===== config.mk =====
export PLATFORM = sky130hd
export DESIGN_NAME = btn_debounce
export DESIGN_NICKNAME = d
export VERILOG_FILES = /design/src/rtl/btn_debounce_pkg.sv /design/src/rtl/btn_debounce_ch.sv /design/src/rtl/btn_debounce.sv
export SDC_FILE = /design/constraint.sdc
export NUM_CORES = 1
export LEC_CHECK = 0
export CORE_ASPECT_RATIO = 1.2
export CORE_MARGIN = 5
export CORE_UTILIZATION = 55
export CTS_CLUSTER_DIAMETER = 80
export CTS_CLUSTER_SIZE = 8
export DETAILED_ROUTE_END_ITERATION = 12
export HOLD_SLACK_MARGIN = 0.15
export PLACE_DENSITY = 0.73
export SLEW_MARGIN = 0
export SYNTH_ARGS = -nofsm -noshare
export SYNTH_HDL_FRONTEND = slang
export SYNTH_SLANG_ARGS = --single-unit
export TNS_END_PERCENT = 100

===== constraint.sdc =====
create_clock -name clk -period 2.45 [get_ports clk]
set_clock_uncertainty 0.1 [all_clocks]
set_input_delay 0.49 -clock clk [delete_from_list [all_inputs] [get_ports clk]]
set_output_delay 0.49 -clock clk [all_outputs]
set_load 0.02 [all_outputs]

===== src/rtl/btn_debounce_pkg.sv =====
// Shared types and defaults for the push-button debouncer.
// The four channel states are encoded as a 2-bit enum.
package btn_debounce_pkg;

    typedef enum logic [1:0] {
        IDLE         = 2'd0,
        WAIT_PRESS   = 2'd1,
        PRESSED      = 2'd2,
        WAIT_RELEASE = 2'd3
    } state_t;

    // 10 ms at 100 MHz
    localparam int DEFAULT_DEBOUNCE_CYCLES = 1_000_000;

endpackage


===== src/rtl/btn_debounce_ch.sv =====
// One button channel: 2-FF synchroniser, press/release qualification FSM,
// stability counter and registered level/pulse outputs.
module btn_debounce_ch
    import btn_debounce_pkg::*;
#(
    parameter int DEBOUNCE_CYCLES = DEFAULT_DEBOUNCE_CYCLES
) (
    input  logic clk,
    input  logic i_rst,
    input  logic raw,
    output logic level,
    output logic pulse
);

    localparam int NB_CNT = $clog2(DEBOUNCE_CYCLES);
    localparam logic [NB_CNT-1:0] CNT_LAST = NB_CNT'(DEBOUNCE_CYCLES - 1);

    logic              meta;
    logic              sync;
    state_t            state;
    state_t            state_next;
    logic [NB_CNT-1:0] cnt;
    logic [NB_CNT-1:0] cnt_next;
    logic              pulse_next;
    logic              level_next;

    // NOTE: sequential state uses non-blocking assignments so every register
    // samples the pre-edge value of the others, independent of statement order.
    always_ff @(posedge clk or negedge i_rst) begin
        if (!i_rst) begin
            meta  <= 1'b0;
            sync  <= 1'b0;
            state <= IDLE;
            cnt   <= '0;
            level <= 1'b0;
            pulse <= 1'b0;
        end else begin
            meta  <= raw;
            sync  <= meta;
            state <= state_next;
            cnt   <= cnt_next;
            level <= level_next;
            pulse <= pulse_next;
        end
    end

    // NOTE: every output of this block is given a default first, so no path
    // through the case can leave a signal unassigned and infer a latch.
    always_comb begin
        state_next = state;
        cnt_next   = cnt;
        pulse_next = 1'b0;

        unique case (state)
            IDLE: begin
                if (sync) begin
                    state_next = WAIT_PRESS;
                    cnt_next   = '0;
                end
            end
            WAIT_PRESS: begin
                if (!sync) begin
                    state_next = IDLE;
                    cnt_next   = '0;
                end else if (cnt == CNT_LAST) begin
                    state_next = PRESSED;
                    cnt_next   = '0;
                    pulse_next = 1'b1;
                end else begin
                    cnt_next = cnt + NB_CNT'(1);
                end
            end
            PRESSED: begin
                if (!sync) begin
                    state_next = WAIT_RELEASE;
                    cnt_next   = '0;
                end
            end
            WAIT_RELEASE: begin
                // Bounce during release returns to PRESSED without a new pulse
                if (sync) begin
                    state_next = PRESSED;
                    cnt_next   = '0;
                end else if (cnt == CNT_LAST) begin
                    state_next = IDLE;
                    cnt_next   = '0;
                end else begin
                    cnt_next = cnt + NB_CNT'(1);
                end
            end
            default: begin
                state_next = IDLE;
                cnt_next   = '0;
            end
        endcase

        level_next = (state_next == PRESSED) || (state_next == WAIT_RELEASE);
    end

endmodule


===== src/rtl/btn_debounce.sv =====
// Multi-channel push-button conditioner: NB_BTN independent debounce channels
// producing a clean level and a one-cycle press pulse per button.
module btn_debounce
    import btn_debounce_pkg::*;
#(
    parameter int NB_BTN          = 3,
    parameter int DEBOUNCE_CYCLES = DEFAULT_DEBOUNCE_CYCLES
) (
    input  logic              clk,
    input  logic              i_rst,
    input  logic [NB_BTN-1:0] i_btn_raw,
    output logic [NB_BTN-1:0] o_btn_level,
    output logic [NB_BTN-1:0] o_btn_pulse
);

    for (genvar i = 0; i < NB_BTN; i++) begin : g_ch
        btn_debounce_ch #(
            .DEBOUNCE_CYCLES(DEBOUNCE_CYCLES)
        ) u_ch (
            .clk  (clk),
            .i_rst(i_rst),
            .raw  (i_btn_raw[i]),
            .level(o_btn_level[i]),
            .pulse(o_btn_pulse[i])
        );
    end

endmodule


==> impl_metrics.toml, run 1 <==
[worst_setup_path]
crit_type = "flop to flop"
crit_fanout = 23
cp_data_arrival_time_ps = 2420
cp-end-kind = "flop"
worstSetupStartpointType = "flop"
worstPathRequired_ps = 2620

[clocking]
cts.sinks = 78
htree_levels = 3
cts_tree = "yes"
path_clk_slew_ps = 90
cts_setup_buffers = 0
clock_latency_ps = 350
cts_made_buffers = 9
root_buffer = "clkbuf_8"
clockBufferDepth = 2

[die]
initial_core_util_pct = 56.7
rows = 34
die_w_um = 89.0
die_area_um2 = 9330
ios = 11
die_y_um = 105
core_area_um2 = 7270

[detailed_routing]
met1_length_um = 3850
viasPerCell = 6.20
routed.top_layer = "met4"
dr_total_vias = 3244
wl_met2_um = 4020
firstDrtPassIters = 5
totalWireLength_um = 8280
wl_per_cell_um = 15.8
drcViolationCount = 0
antenna_left = 0
wl_met3_um = 330
drt_iter0_drc = 238

[hold_path]
hold_class = "flop to flop"

[final_layout]
design_area_um2 = 4550
area_growth_syn_to_layout_pct = 10.3
final_core_util_pct = 62.5
drive_above_1_share_pct = 12.5
nets = 436
final_common_cell = "dfrtp_1"
diodes = 0
mostFrequentLayoutCells = "dfrtp_1, nand2_1, a31oi_1"
num-fill-cells = 590
fin_cells = 523

[sta]
worst_pin_slew_ps = 854
hold_viol_final = 0
slew_viol_final = 0
clock.fmax_ghz = 0.444
setup_viol = 0
slew_headroom_pct = 42.9
layout_min_cycle_time_ps = 2250
rsz0062_at_grt = "no"
fin_crit_sh_pct = 91.9
final.setup.tns_ps = 0

[pwr]
p_leak_nw = 1.93
p_per_area_nw_per_um2 = 581
ir_worst_vdd_uv = 332

[job]
drv_cap = 0

[global_routing]
antenna_found_initial = 0
grt_pass1_wl_um = 14800
grt_overflow = 0
grt_pass1_vias = 3226
grt_max_degree = 51
grt_usage_pct = 19.5

[synth]
synthTopCellsByArea = "dfrtp_1, nand2_1, a31oi_1, a22o_1, nand3_1"
synth.top_cell.area_share_pct = 47.3
synth_warnings = 0
synthDistinctLibCells = 51
ys_seq_area_share_pct = 47.3
synth_edf_count = 0
synthCells = 417
syn_avg_cell_area_um2 = 9.89
synth_ff_type = "dfrtp_1"
synth_area_leader_cell = "dfrtp_1"
ys_seq_elements = 78
synth_nets = 425
syn_area_um2 = 4120
synth-async-reset-ratio_pct = 100

[outcome]
status = "completed"

[placement]
globalplace.congestion = 0.831
dp.cells = 506
place_area_um2 = 4290
dpl.hpwl_um = 5530
portBuffers = 10
[path summary, 6_finish.rpt]
| path | startpoint | end | slack, ps | cells past startpoint |
|---|---|---|---|---|
| worst max-delay path | g_ch[1].u_ch.cnt[0]$_DFFE_PN0P_ | g_ch[1].u_ch.cnt[17]$_DFFE_PN0P_ | 200 | 6 |
| worst min-delay path | g_ch[0].u_ch.meta$_DFF_PN0_ | g_ch[0].u_ch.sync$_DFF_PN0_ | 250 | 0 |
| worst max register to register | g_ch[1].u_ch.cnt[0]$_DFFE_PN0P_ | g_ch[1].u_ch.cnt[17]$_DFFE_PN0P_ | 200 | 6 |
| worst min register to register | g_ch[0].u_ch.meta$_DFF_PN0_ | g_ch[0].u_ch.sync$_DFF_PN0_ | 250 | 0 |
| max in group asynchronous | i_rst | g_ch[2].u_ch.sync$_DFF_PN0_ | 1170 | 3 |
| min in group asynchronous | i_rst | g_ch[2].u_ch.cnt[14]$_DFFE_PN0P_ | 500 | 2 |
[where the power goes]
part / switching (mW) / leakage [nW] / internal, mW
clock network: 0.495 / 0.124 / 0.682
registers: 0.0211 / 1.06 / 1.31
logic: 0.0906 / 0.742 / 0.0463
[per-stage QoR]
stage               setup slack (ps)  hold WS, ps  total power [mW]
floorplan                        486         94.4              1.44
global placement                 148          233              1.49
detailed placement              82.3          235              1.49
CTS                             60.2          255              2.67
global route                    79.2          281              2.75
finish                           197          254              2.64
[layout make-up]
class                           instances  area [um2]  share of cell area (%)
Sequential cell                        78        1950                    42.9
Clock inverter                          7         121                    2.67
Clock buffer                            9         124                    2.72
Inverter                                9        33.8                   0.743
Tap cell                               90         113                    2.48
Timing Repair Buffer                   26         233                    5.12
Multi-Input combinational cell        304        1970                    43.4
[cells in the mapped netlist, types with 3 or more instances]
cell type	n
nor3b_1	4
nand2_1	44
a31oi_1	26
clkbuf_1	8
nor4_1	7
nand3_1	25
or3_1	4
ha_1	3
or2_2	4
and3_1	10
inv_1	9
buf_2	5
dfrtp_1	78
a21o_1	3
mux2i_1	3
nor4_2	4
a22o_1	17
xnor2_1	9
buf_4	7
a41oi_1	8
and4_1	6
xor2_1	6
o21ai_0	21
a21oi_1	19
nor3_1	6
mux2_2	8
nor2_1	13
nand2b_1	7
and2_1	7
nand4_1	15
buf_6	4
[state kept, by name (all words and copies together) (netlist names)]
signal / count
g_ch.u_ch.meta: 3
g_ch.u_ch.state: 6
g_ch.u_ch.sync: 3
g_ch.u_ch.cnt: 60
g_ch.u_ch.level: 3
g_ch.u_ch.pulse: 3
[cells by family after synthesis]
| family | after synthesis | share of synthesized area (%) |
|---|---|---|
| AND/OR/NAND/NOR | 171 | 24.0 |
| AO/OA/AOI/OAI | 104 | 16.7 |
| flip-flops | 78 | 47.3 |
| buffers and inverters | 35 | 4.98 |
| XOR/XNOR | 15 | 3.19 |
| multiplexers | 11 | 2.91 |
| adder cells (fa/ha/maj) | 3 | 0.911 |
[routing by layer]
| layer | global-route usage (%) | vias to the layer above |
|---|---|---|
| met5 | 0 | - |
| met4 | 6.91 | 0 |
| met3 | 3.94 | 8 |
| met2 | 29.9 | 64 |
| met1 | 27.6 | 1593 |
| li1 | - | 1579 |
[worst max-delay path: stages, from the launching register on]
cell,delay [ps]
dfrtp_1,420
ha_1,240
and2_1,210
nand4_1,140
o211a_1,620
a41oi_1,240
a31oi_1,200
[repair_timing]
| action | in CTS | in global routing |
|---|---|---|
| gates resized for setup | 0 | 1 |
| endpoints found under the hold margin | 28 | 0 |
| endpoints found under the setup margin | 0 | 11 |
| hold buffers | 1 | 0 |
(Power assumes the default switching activity.)
==> run 2, diff against run 1 <==
--- a/config.mk
+++ b/config.mk
@@ -5,7 +5,7 @@
 export SDC_FILE = /design/constraint.sdc
 export NUM_CORES = 1
 export LEC_CHECK = 0
-export CORE_ASPECT_RATIO = 1.2
+export CORE_ASPECT_RATIO = 1.5
 export CORE_MARGIN = 5
 export CORE_UTILIZATION = 55
 export CTS_CLUSTER_DIAMETER = 80
@@ -13,7 +13,7 @@
 export DETAILED_ROUTE_END_ITERATION = 12
 export HOLD_SLACK_MARGIN = 0.15
 export PLACE_DENSITY = 0.73
-export SLEW_MARGIN = 0
+export SLEW_MARGIN = 20
 export SYNTH_ARGS = -nofsm -noshare
 export SYNTH_HDL_FRONTEND = slang
 export SYNTH_SLANG_ARGS = --single-unit
==> impl_metrics.toml, run 2 (synthesis gave the netlist of run 1 again) <==
[pwr]
p_total_mw = 2.41
clkPwrFrac_pct = 39.3
p_sw_share_pct = 23.6
ir_worst_vdd_uv = 383
power_switching_uw = 570
intPower_mw = 1.84
comb_power_share_pct = 5.6
power_frac_seq_pct = 55.1
p_per_area_nw_per_um2 = 535
p_leak_nw = 1.90

[die]
die_y_um = 116
die_area_um2 = 9360
core_area_um2 = 7270
ios = 11
die_w_um = 80.7
rows = 38
initial_core_util_pct = 56.7

[final_layout]
area_growth_syn_to_layout_pct = 9.29
top_register = "g_ch.u_ch.cnt"
design_area_um2 = 4510
final_common_cell = "dfrtp_1"
drive_above_1_share_pct = 12.0
reg_top3 = "g_ch.u_ch.cnt: 60 flops, g_ch.u_ch.state: 6 flops"
diodes = 0
nets = 436
largest_reg_flops = 60
mostFrequentLayoutCells = "dfrtp_1, nand2_1, a31oi_1"

[worst_setup_path]
worstPathRequired_ps = 2580
cp_data_arrival_time_ps = 2370
cp_cell_sequence = "nor4_1 -> nor3b_1 -> a21oi_4 -> mux2_2"
crit_type = "flop to flop"
cp_slowest_cell = "nor3b_1"
crit_fanout = 30
cp_slowest_stage_delay_ps = 520
worstSetupStartpointType = "flop"
cp-end-kind = "flop"

[clocking]
clock_latency_ps = 350
cts_tree = "yes"
clockBufferDepth = 2
htree_levels = 3
cts_setup_buffers = 0
cts.sinks = 78
cts_made_buffers = 9
path_clk_slew_ps = 80
root_buffer = "clkbuf_8"

[sta]
setup_viol = 0
clock.fmax_ghz = 0.447
layout_min_cycle_time_ps = 2240
fin_ws_ps = 214
rsz0062_at_grt = "no"
slew_viol_final = 0
final.setup.tns_ps = 0
hold_viol_final = 0
fin_crit_sh_pct = 91.3
worst_pin_slew_ps = 851
whs_ps = 250
slew_headroom_pct = 43.1

[detailed_routing]
firstDrtPassIters = 4
viasPerCell = 6.02
drcViolationCount = 0
totalWireLength_um = 8180
wl_per_cell_um = 15.4
antenna_left = 0
dr_total_vias = 3200
drt_iter0_drc = 213

[outcome]
status = "completed"

[global_routing]
grt_pass1_vias = 3178
grt_max_degree = 47
grt_overflow = 0
grt_usage_pct = 19.5
grt_pass1_wl_um = 14300
antenna_found_initial = 0

[placement]
dp_slack_ps = 52.0
place_area_um2 = 4300
dpl.hpwl_um = 5620
portBuffers = 10
globalplace.congestion = 0.826

[job]
drv_cap = 0

[hold_path]
hold_class = "flop to flop"
## run 2: power groups by stage
| stage | Combinational [mW] | Clock (mW) | Sequential, mW |
|---|---|---|---|
| after floorplan | 0.0864 | 0 | 1.35 |
| final | 0.134 | 0.949 | 1.33 |
| after detailed placement | 0.135 | 0 | 1.35 |
| after global placement | 0.130 | 0 | 1.35 |
| after global routing | 0.156 | 1.02 | 1.33 |
| after CTS | 0.137 | 0.975 | 1.33 |
## run 2: worst max-delay path, delay by kind of cell (launching register included)
family / cells / cell delay [ps]
flops: 1 / 450
compound gates: 1 / 290
simple gates: 2 / 920
mux: 1 / 340
## run 2: final cells by class
class | instances | area [um2]
Clock buffer | 11 | 141
Multi-Input combinational cell | 304 | 1970
Clock inverter | 4 | 47.5
Fill cell | 641 | 2770
Timing Repair Buffer | 26 | 233
Sequential cell | 78 | 1950
Tap cell | 100 | 125
Inverter | 9 | 33.8
## run 2: timing repair
action,CTS,global route
hold buffers,1,0
resized for setup,0,0
endpoints found under the setup margin,0,0
endpoints found under the hold margin,32,0
## run 2: worst paths after layout
path	slack, ps	startpoint	cells after the start	end
max in group asynchronous	1120	i_rst	3	g_ch[0].u_ch.cnt[6]$_DFFE_PN0P_
min in group asynchronous	540	i_rst	2	g_ch[2].u_ch.cnt[14]$_DFFE_PN0P_
hold reg to reg	250	g_ch[0].u_ch.meta$_DFF_PN0_	0	g_ch[0].u_ch.sync$_DFF_PN0_
setup reg to reg	210	g_ch[0].u_ch.cnt[11]$_DFFE_PN0P_	4	g_ch[0].u_ch.cnt[0]$_DFFE_PN0P_
hold / removal	250	g_ch[0].u_ch.meta$_DFF_PN0_	0	g_ch[0].u_ch.sync$_DFF_PN0_
setup / recovery	210	g_ch[0].u_ch.cnt[11]$_DFFE_PN0P_	4	g_ch[0].u_ch.cnt[0]$_DFFE_PN0P_
## run 2: routing by layer
metal	GRT usage (%)	part of all wire, %	wire [um]	vias to the layer above
met3	3.27	2.3	190	14
met5	0	0	0	-
met2	33.9	51	4200	35
met4	7.78	1.6	132	0
li1	-	-	-	1573
met1	24.1	45	3650	1578
## run 2: per-stage QoR
stage	util (%)	std cells
finish	61.9	532
global route	61.9	532
global placement	59.1	516
floorplan	-	417
detailed placement	59.1	516
CTS	61.8	532
==> run 3, diff against run 2 <==
--- a/config.mk
+++ b/config.mk
@@ -5,14 +5,15 @@
 export SDC_FILE = /design/constraint.sdc
 export NUM_CORES = 1
 export LEC_CHECK = 0
+export ABC_AREA = 0
 export CORE_ASPECT_RATIO = 1.5
 export CORE_MARGIN = 5
-export CORE_UTILIZATION = 55
+export CORE_UTILIZATION = 49
 export CTS_CLUSTER_DIAMETER = 80
 export CTS_CLUSTER_SIZE = 8
 export DETAILED_ROUTE_END_ITERATION = 12
 export HOLD_SLACK_MARGIN = 0.15
-export PLACE_DENSITY = 0.73
+export PLACE_DENSITY = 0.67
 export SLEW_MARGIN = 20
 export SYNTH_ARGS = -nofsm -noshare
 export SYNTH_HDL_FRONTEND = slang
==> impl_metrics.toml, run 3 (synthesis gave the netlist of run 1 again) <==
[clocking]
cts.sinks = 78
clockBufferDepth = 2
htree_levels = 3
path_clk_slew_ps = 60
clock_latency_ps = 340
cts_made_buffers = 9
cts_tree = "yes"
root_buffer = "clkbuf_16"
cts_setup_buffers = 0

[final_layout]
reg_top3 = "g_ch.u_ch.cnt: 60 flops, g_ch.u_ch.state: 6 flops"
nets = 438
final_common_cell = "dfrtp_1"
mostFrequentLayoutCells = "dfrtp_1, nand2_1, a31oi_1"
fin_cells = 542
area_growth_syn_to_layout_pct = 12.5
diodes = 0
drive_above_1_share_pct = 12.9
top_register = "g_ch.u_ch.cnt"
design_area_um2 = 4640
largest_reg_flops = 60
final_core_util_pct = 55.8

[detailed_routing]
antenna_left = 0
dr_total_vias = 3221
totalWireLength_um = 8390
viasPerCell = 5.94
firstDrtPassIters = 5
drcViolationCount = 0
drt_iter0_drc = 180
wl_per_cell_um = 15.5

[global_routing]
grt_pass1_wl_um = 15000
grt.busiest_layer = "met2"
grt_pass1_vias = 3195
met2_usage_pct = 29.4
grt_usage_pct = 17.9
grt_use_met1_pct = 22.3
antenna_found_initial = 0
gr-usage-met3_pct = 3.16
grt_max_degree = 42
grt_overflow = 0

[hold_path]
hold_class = "flop to flop"
worstHoldPathCells = 0
min_from = "g_ch[1].u_ch.meta$_DFF_PN0_"
whs_endpoint = "g_ch[1].u_ch.sync$_DFF_PN0_"

[sta]
layout_min_cycle_time_ps = 2260
rsz0062_at_grt = "no"
worst_pin_slew_ps = 889
hold_viol_final = 0
slew_headroom_pct = 40.5
fin_crit_sh_pct = 92.4
setup_viol = 0
slew_viol_final = 0
clock.fmax_ghz = 0.442

[worst_setup_path]
r2r_end = "g_ch[2].u_ch.cnt[12]$_DFFE_PN0P_"
worstPathRequired_ps = 2580
worstSetupStartpointType = "flop"
ff2ff_setup_slack_ps = 190
cp_data_arrival_time_ps = 2390
r2r-start = "g_ch[2].u_ch.cnt[7]$_DFFE_PN0P_"
reg2regPathDepth = 6
cp-end-kind = "flop"
crit_type = "flop to flop"
crit_fanout = 26

[placement]
dp.cells = 525
portBuffers = 10
dpl.hpwl_um = 5660
place_area_um2 = 4340
globalplace.congestion = 0.808

[die]
initial_core_util_pct = 49.6
core_area_um2 = 8310
rows = 41
die_y_um = 122
ios = 11
die_area_um2 = 10400
die_w_um = 84.9

[pwr]
p_leak_nw = 1.96
p_total_mw = 2.73
p_per_area_nw_per_um2 = 588
ir_worst_vdd_uv = 465

[job]
drv_cap = 0

[outcome]
status = "completed"
[run 3: layer usage]
| metal | vias up | part of all wire [%] |
|---|---|---|
| met5 | - | 0 |
| met4 | 0 | 2.4 |
| li1 | 1584 | - |
| met3 | 14 | 3.1 |
| met2 | 57 | 50 |
| met1 | 1566 | 44 |
[run 3: layout make-up]
cell class,count,area (um2)
fill,766,3670
tap,107,134
timing repair buffer,28,260
inverter,9,33.8
multi-input combinational,304,1970
sequential,78,1950
clock inverter,5,33.8
clock buffer,11,253
[run 3: worst max-delay path by stage]
stage / from / end / depth (start not counted)
6_report: g_ch[2].u_ch.cnt[7]$_DFFE_PN0P_ / g_ch[2].u_ch.cnt[12]$_DFFE_PN0P_ / 6
3_5_place_dp: g_ch[0].u_ch.cnt[0]$_DFFE_PN0P_ / g_ch[0].u_ch.cnt[8]$_DFFE_PN0P_ / 6
5_1_grt: g_ch[0].u_ch.cnt[11]$_DFFE_PN0P_ / g_ch[0].u_ch.cnt[19]$_DFFE_PN0P_ / 5
3_3_place_gp: g_ch[0].u_ch.cnt[0]$_DFFE_PN0P_ / g_ch[0].u_ch.cnt[3]$_DFFE_PN0P_ / 6
2_1_floorplan: g_ch[2].u_ch.cnt[0]$_DFFE_PN0P_ / g_ch[2].u_ch.cnt[12]$_DFFE_PN0P_ / 6
4_1_cts: g_ch[2].u_ch.cnt[7]$_DFFE_PN0P_ / g_ch[2].u_ch.cnt[12]$_DFFE_PN0P_ / 6
[run 3: power by group]
group / total, mW / internal (mW) / switching (mW)
registers: 1.33 / 1.31 / 0.0217
logic: 0.135 / 0.0459 / 0.0894
clock network: 1.26 / 0.739 / 0.521
[run 3: worst max-delay path, stage by stage, from the launching register on]
cell and delay (ps):
dfrtp_1 430, or4b_1 570, nor4_2 250, a21oi_2 180
buf_12 190, and3_1 170, a221o_1 250
[run 3: timing repair]
item                                   CTS  global route
setup endpoints to repair                2             0
endpoints found under the hold margin   40             0
gates resized for setup                  1             0
hold buffers                             1             0
[run 3: through the flow]
stage / hold slack (ps) / setup TNS (ps) / setup slack (ps)
2_1_floorplan: 94.4 / 0 / 486
3_3_place_gp: 233 / 0 / 112
3_5_place_dp: 236 / -47.6 / -44.6
4_1_cts: 249 / 0 / 202
5_1_grt: 258 / 0 / 6.20
6_report: 249 / 0 / 186
==> patch 1 (config.mk and constraints of run 3) <==
Register the output `o_btn_pulse`, without a reset; this adds one clock of latency there. The other outputs are not delayed to match.
--- a/src/rtl/btn_debounce.sv
+++ b/src/rtl/btn_debounce.sv
@@ -13,6 +13,8 @@
     output logic [NB_BTN-1:0] o_btn_pulse
 );
 
+    logic [NB_BTN-1:0] o_btn_pulse_d;
+
     for (genvar i = 0; i < NB_BTN; i++) begin : g_ch
         btn_debounce_ch #(
             .DEBOUNCE_CYCLES(DEBOUNCE_CYCLES)
@@ -21,8 +23,12 @@
             .i_rst(i_rst),
             .raw  (i_btn_raw[i]),
             .level(o_btn_level[i]),
-            .pulse(o_btn_pulse[i])
+            .pulse(o_btn_pulse_d[i])
         );
+    end
+
+    always_ff @(posedge clk) begin
+        o_btn_pulse <= o_btn_pulse_d;
     end
 
 endmodule
Formal check against the unedited RTL: no difference found for any inputs over 10 cycles, from zero or initial values and one cycle with i_rst low; that may be too few to reach the edited logic, so the function may still have changed.
==> patch 1 against run 3 <==
Clock power grew 7%. Utilization rose by 0.26 points. Synthesized cell count increased by 0.96%. Sequential cell count rose by 3. Combinational power grew 9.6%. Wire length is 0.82% higher. Highest routed layer unchanged. Hold slack lost 0.0078 ns. Design area rose by 0.46%. Setup slack worse by 0.027 ns. Area after synthesis fell by 0.12%. Power grew 6.6%.
==> patch 1: results <==
metrics = {
    "status": {
        "status": "complete, no violations",
    },
    "detailed_routing": {
        "drt-pass1-iter-count": 4,
        "wl_per_cell_um": 15.50,
        "drt-initial-drc-count": 234,
        "drt-vias-per-instance": 5.936,
    },
    "power_and_ir_drop": {
        "seqPwrFrac_pct": 48.4,
        "p_int_mw": 2.215,
        "power_mw": 2.905,
        "comb_power_uw": 148,
        "power.leakage_nw": 1.912,
    },
    "setup_path": {
        "ff2ff_setup_slack_ns": 0.16,
        "cp_slowest_cell": "a21oi_2",
        "cp_top_family": "compound AO/OA/AOI/OAI gates",
        "r2r_end": "g_ch[0].u_ch.cnt[15]",
        "arrival_ns": 2.45,
        "slowest_delay_ns": 0.74,
    },
    "placed_design": {
        "hpwl_um": 5718,
        "placed_cells": 529,
        "place_area_sq_um": 4332,
        "gp_congestion": 0.8168,
    },
    "logic_synthesis": {
        "syn_nets": 429,
        "synth_commonest_cells": "78 x dfrtp_1, 51 x nand2_1, 31 x a31oi_1",
        "synth.avg_cell_area_sq_um": 9.781,
        "synthTopCellsByArea": "dfrtp_1 47%, a31oi_1 4.7%, nand2_1 4.6%, nand3_1 3.6%, a21oi_1 2.7%",
        "synth_seq_area_share_pct": 48.86,
    },
    "grt": {
        "grt_use_total_pct": 17.88,
        "grt_use_met2_pct": 29.26,
        "grt_pass1_vias": 3169,
        "grt_use_met3_pct": 3.425,
        "grt_max_degree": 45,
    },
    "hold_path": {
        "hp-start": "g_ch[1].u_ch.pulse",
        "min_to": "o_btn_pulse[1]",
    },
    "final_layout": {
        "nFillCells": 756,
        "instances_no_fill": 546,
        "drive_gt1_share_pct": 12.76,
    },
    "sta": {
        "holdWs_ns": 0.2410,
    },
}
[patch 1: logic make-up after synthesis]
family                     count (synthesis)  synth area share, %
and+or+nand+nor                          179                24.03
AOI/OAI and AO/OA                        107                17.02
DFF                                       81                48.86
buffers and inverters                     26                3.373
xor gates and xnor gates                  16                3.403
muxes                                      9                2.401
adders and majority gates                  3               0.9117
[patch 1: how the worst max path moves through the flow]
stage | depth (start not counted) | start | end | slack [ns]
2_1_floorplan | 7 | g_ch[0].u_ch.cnt[0] | g_ch[0].u_ch.cnt[3] | 0.60
3_3_place_gp | 7 | g_ch[1].u_ch.cnt[0] | g_ch[1].u_ch.cnt[8] | 0.16
3_5_place_dp | 7 | g_ch[1].u_ch.cnt[0] | g_ch[1].u_ch.cnt[8] | 0.1
4_1_cts | 7 | g_ch[1].u_ch.cnt[0] | g_ch[1].u_ch.cnt[8] | 0.08
5_1_grt | 6 | g_ch[0].u_ch.cnt[0] | g_ch[0].u_ch.cnt[15] | 0.01
6_report | 6 | g_ch[0].u_ch.cnt[0] | g_ch[0].u_ch.cnt[15] | 0.16
[patch 1: layout make-up]
| cell class | instances | area (sq um) | area share [%] |
|---|---|---|---|
| clock buffers | 9 | 225.2 | 4.832 |
| clock inverters | 7 | 78.83 | 1.691 |
| inverters | 5 | 18.77 | 0.4027 |
| multi-input cells | 314 | 1982 | 42.52 |
| flip-flops and latches | 81 | 2012 | 43.17 |
| well taps | 107 | 133.9 | 2.872 |
| repair buffers | 23 | 210.2 | 4.510 |
[patch 1: layer usage]
metal	routed length (um)	vias up
met4	136	0
met5	0	-
li1	-	1596
met2	4337	54
met3	241	11
met1	3745	1580
[patch 1: what timing repair did]
item | 4_1_cts | 5_1_grt
resized for setup | 0 | 1
endpoints found under the hold margin | 34 | 0
hold buffers | 1 | 0
setup endpoints to repair | 0 | 9
==> patch 2 (settings of run 3) <==
Without the edit above. The parameter `NB_BTN` goes from 3 to 6.
--- a/src/rtl/btn_debounce.sv
+++ b/src/rtl/btn_debounce.sv
@@ -3,7 +3,7 @@
 module btn_debounce
     import btn_debounce_pkg::*;
 #(
-    parameter int NB_BTN          = 3,
+    parameter int NB_BTN          = 6,
     parameter int DEBOUNCE_CYCLES = DEFAULT_DEBOUNCE_CYCLES
 ) (
     input  logic              clk,
Interface: changed (resized i_btn_raw, o_btn_level and o_btn_pulse); port bits go from 11 to 20. No check against the original RTL was run, so the function may have changed too.
==> patch 2 against run 3 <==
Area after synthesis grew 95%. Power rose by 100%. Sequential share of layout area grew 0.98 points. Critical path type unchanged. Non-clock buffer count increased by 22. Setup slack improved by 0.018 ns. Wire length is 100% higher. Sequential cell count up 78. Combinational power is 120% higher. Global-route usage increased by 0.83 points. Design area increased by 95%. Die area rose by 84%.
==> patch 2: results <==
metrics = {
    "hold_path": {
        "hp-start": "g_ch[5].u_ch.meta",
        "min_to": "g_ch[5].u_ch.sync",
    },
    "logic_synthesis": {
        "synth_seq_area_share_pct": 48.55,
        "synth.distinct_cells": 64,
        "synth.avg_cell_area_sq_um": 9.562,
        "synthTopCellsByArea": "dfrtp_1 49%, a31oi_1 5.1%, nand2_1 4.5%, nand3_1 3.9%, a21oi_1 3.4%",
    },
    "placed_design": {
        "port_buffers": 19,
        "hpwl_um": 11600,
        "dpl_worst_slack_ns": 0.1689,
        "placed_cells": 1047,
        "place_area_sq_um": 8493,
        "gp_congestion": 0.8630,
    },
    "clock_network": {
        "h-tree-depth": 4,
        "cts_buffers": 17,
        "clock_latency_ns": 0.43,
    },
    "grt": {
        "grt_use_total_pct": 18.74,
        "grt_pass1_wl_um": 29730,
    },
    "setup_path": {
        "rr_startpoint": "g_ch[4].u_ch.cnt[0]",
        "slowest_delay_ns": 0.47,
        "r2r_end": "g_ch[4].u_ch.cnt[17]",
        "rr_worst_depth": 7,
        "ff2ff_setup_slack_ns": 0.20,
    },
    "detailed_routing": {
        "wirelength_um": 16830,
        "vias": 6550,
        "drt-initial-drc-count": 388,
    },
    "status": {
        "status": "complete, no violations",
    },
    "power_and_ir_drop": {
        "power.leakage_nw": 3.891,
    },
    "final_layout": {
        "layout.nets": 875,
        "instances_no_fill": 1080,
        "drive_gt1_share_pct": 11.10,
    },
    "sta": {
        "tightest_slew_ns": 0.7632,
    },
}
-- patch 2: cell count changes in the layout (fill, tap and decap cells not counted), sizes merged, moves of 9 or more --
| cell | before | now |
|---|---|---|
| clkdlybuf4s50 | 9 | 18 |
| and3 | 10 | 22 |
| a21o | 3 | 14 |
| nor4 | 12 | 21 |
| nand2 | 44 | 96 |
| a21oi | 21 | 56 |
| nand2b | 7 | 22 |
| nand3 | 25 | 64 |
| a31oi | 26 | 66 |
| dfrtp | 78 | 156 |
| nor2 | 13 | 41 |
| buf | 18 | 31 |
-- patch 2: per-layer routing --
layer	global-route usage, %	wire, um	part of all wire, %	vias to the layer above
met4	6.202	191	1.1	0
met5	0	0	0	-
met3	4.356	556	3.3	18
met1	22.16	7070	42	3226
li1	-	-	-	3180
met2	33.03	9013	54	126
-- patch 2: layout make-up --
class	count	share of cell area [%]
flip-flops and latches	156	43.05
multi-input cells	621	42.16
repair buffers	50	5.119
clock buffers	19	4.885
well taps	206	2.843
clock inverters	13	1.325
inverters	15	0.6209
-- patch 2: worst max-delay path by stage --
stage | cells after the start | slack (ns) | start | endpoint
finish | 7 | 0.20 | g_ch[4].u_ch.cnt[0] | g_ch[4].u_ch.cnt[17]
global placement | 6 | 0.26 | g_ch[0].u_ch.cnt[0] | g_ch[0].u_ch.cnt[10]
floorplan | 8 | 0.34 | g_ch[0].u_ch.cnt[0] | g_ch[0].u_ch.cnt[10]
global route | 7 | 0.03 | g_ch[4].u_ch.cnt[0] | g_ch[4].u_ch.cnt[17]
detailed placement | 6 | 0.17 | g_ch[0].u_ch.cnt[0] | g_ch[0].u_ch.cnt[10]
CTS | 6 | 0.16 | g_ch[0].u_ch.cnt[0] | g_ch[0].u_ch.cnt[10]
-- patch 2: cells by family (layout without fill, tap and decap cells) --
group                      Yosys count  in the layout  share of synthesized area, %
AOI/OAI and AO/OA                  220            220                         17.86
buffers and inverters               64             97                         4.030
DFF                                156            156                         48.55
and+or+nand+nor                    354            354                         23.60
xor gates and xnor gates            21             21                         2.287
adders and majority gates            6              6                        0.9335
muxes                               20             20                         2.738
-- patch 2: power by group through the flow --
stage	Sequential, mW	Clock (mW)	Combinational [mW]
CTS	2.70	2.54	0.304
global route	2.71	2.65	0.342
detailed placement	2.74	0	0.302
finish	2.70	2.48	0.299
global placement	2.74	0	0.288
floorplan	2.73	0	0.177
-- patch 2: worst reg2reg max path, cell delays in order (launching register included) --
cell     delay (ns)
dfrtp_1        0.40
ha_1           0.21
nand3_1        0.22
nor4_2         0.47
a21oi_2        0.11
buf_4          0.20
and3_1         0.18
a221o_1        0.25
-- patch 2: what timing repair did --
item                                    CTS  global route
resized for setup                         0             1
hold buffers                              1             0
endpoints found under the hold margin    44             0
endpoints found under the setup margin    0             6
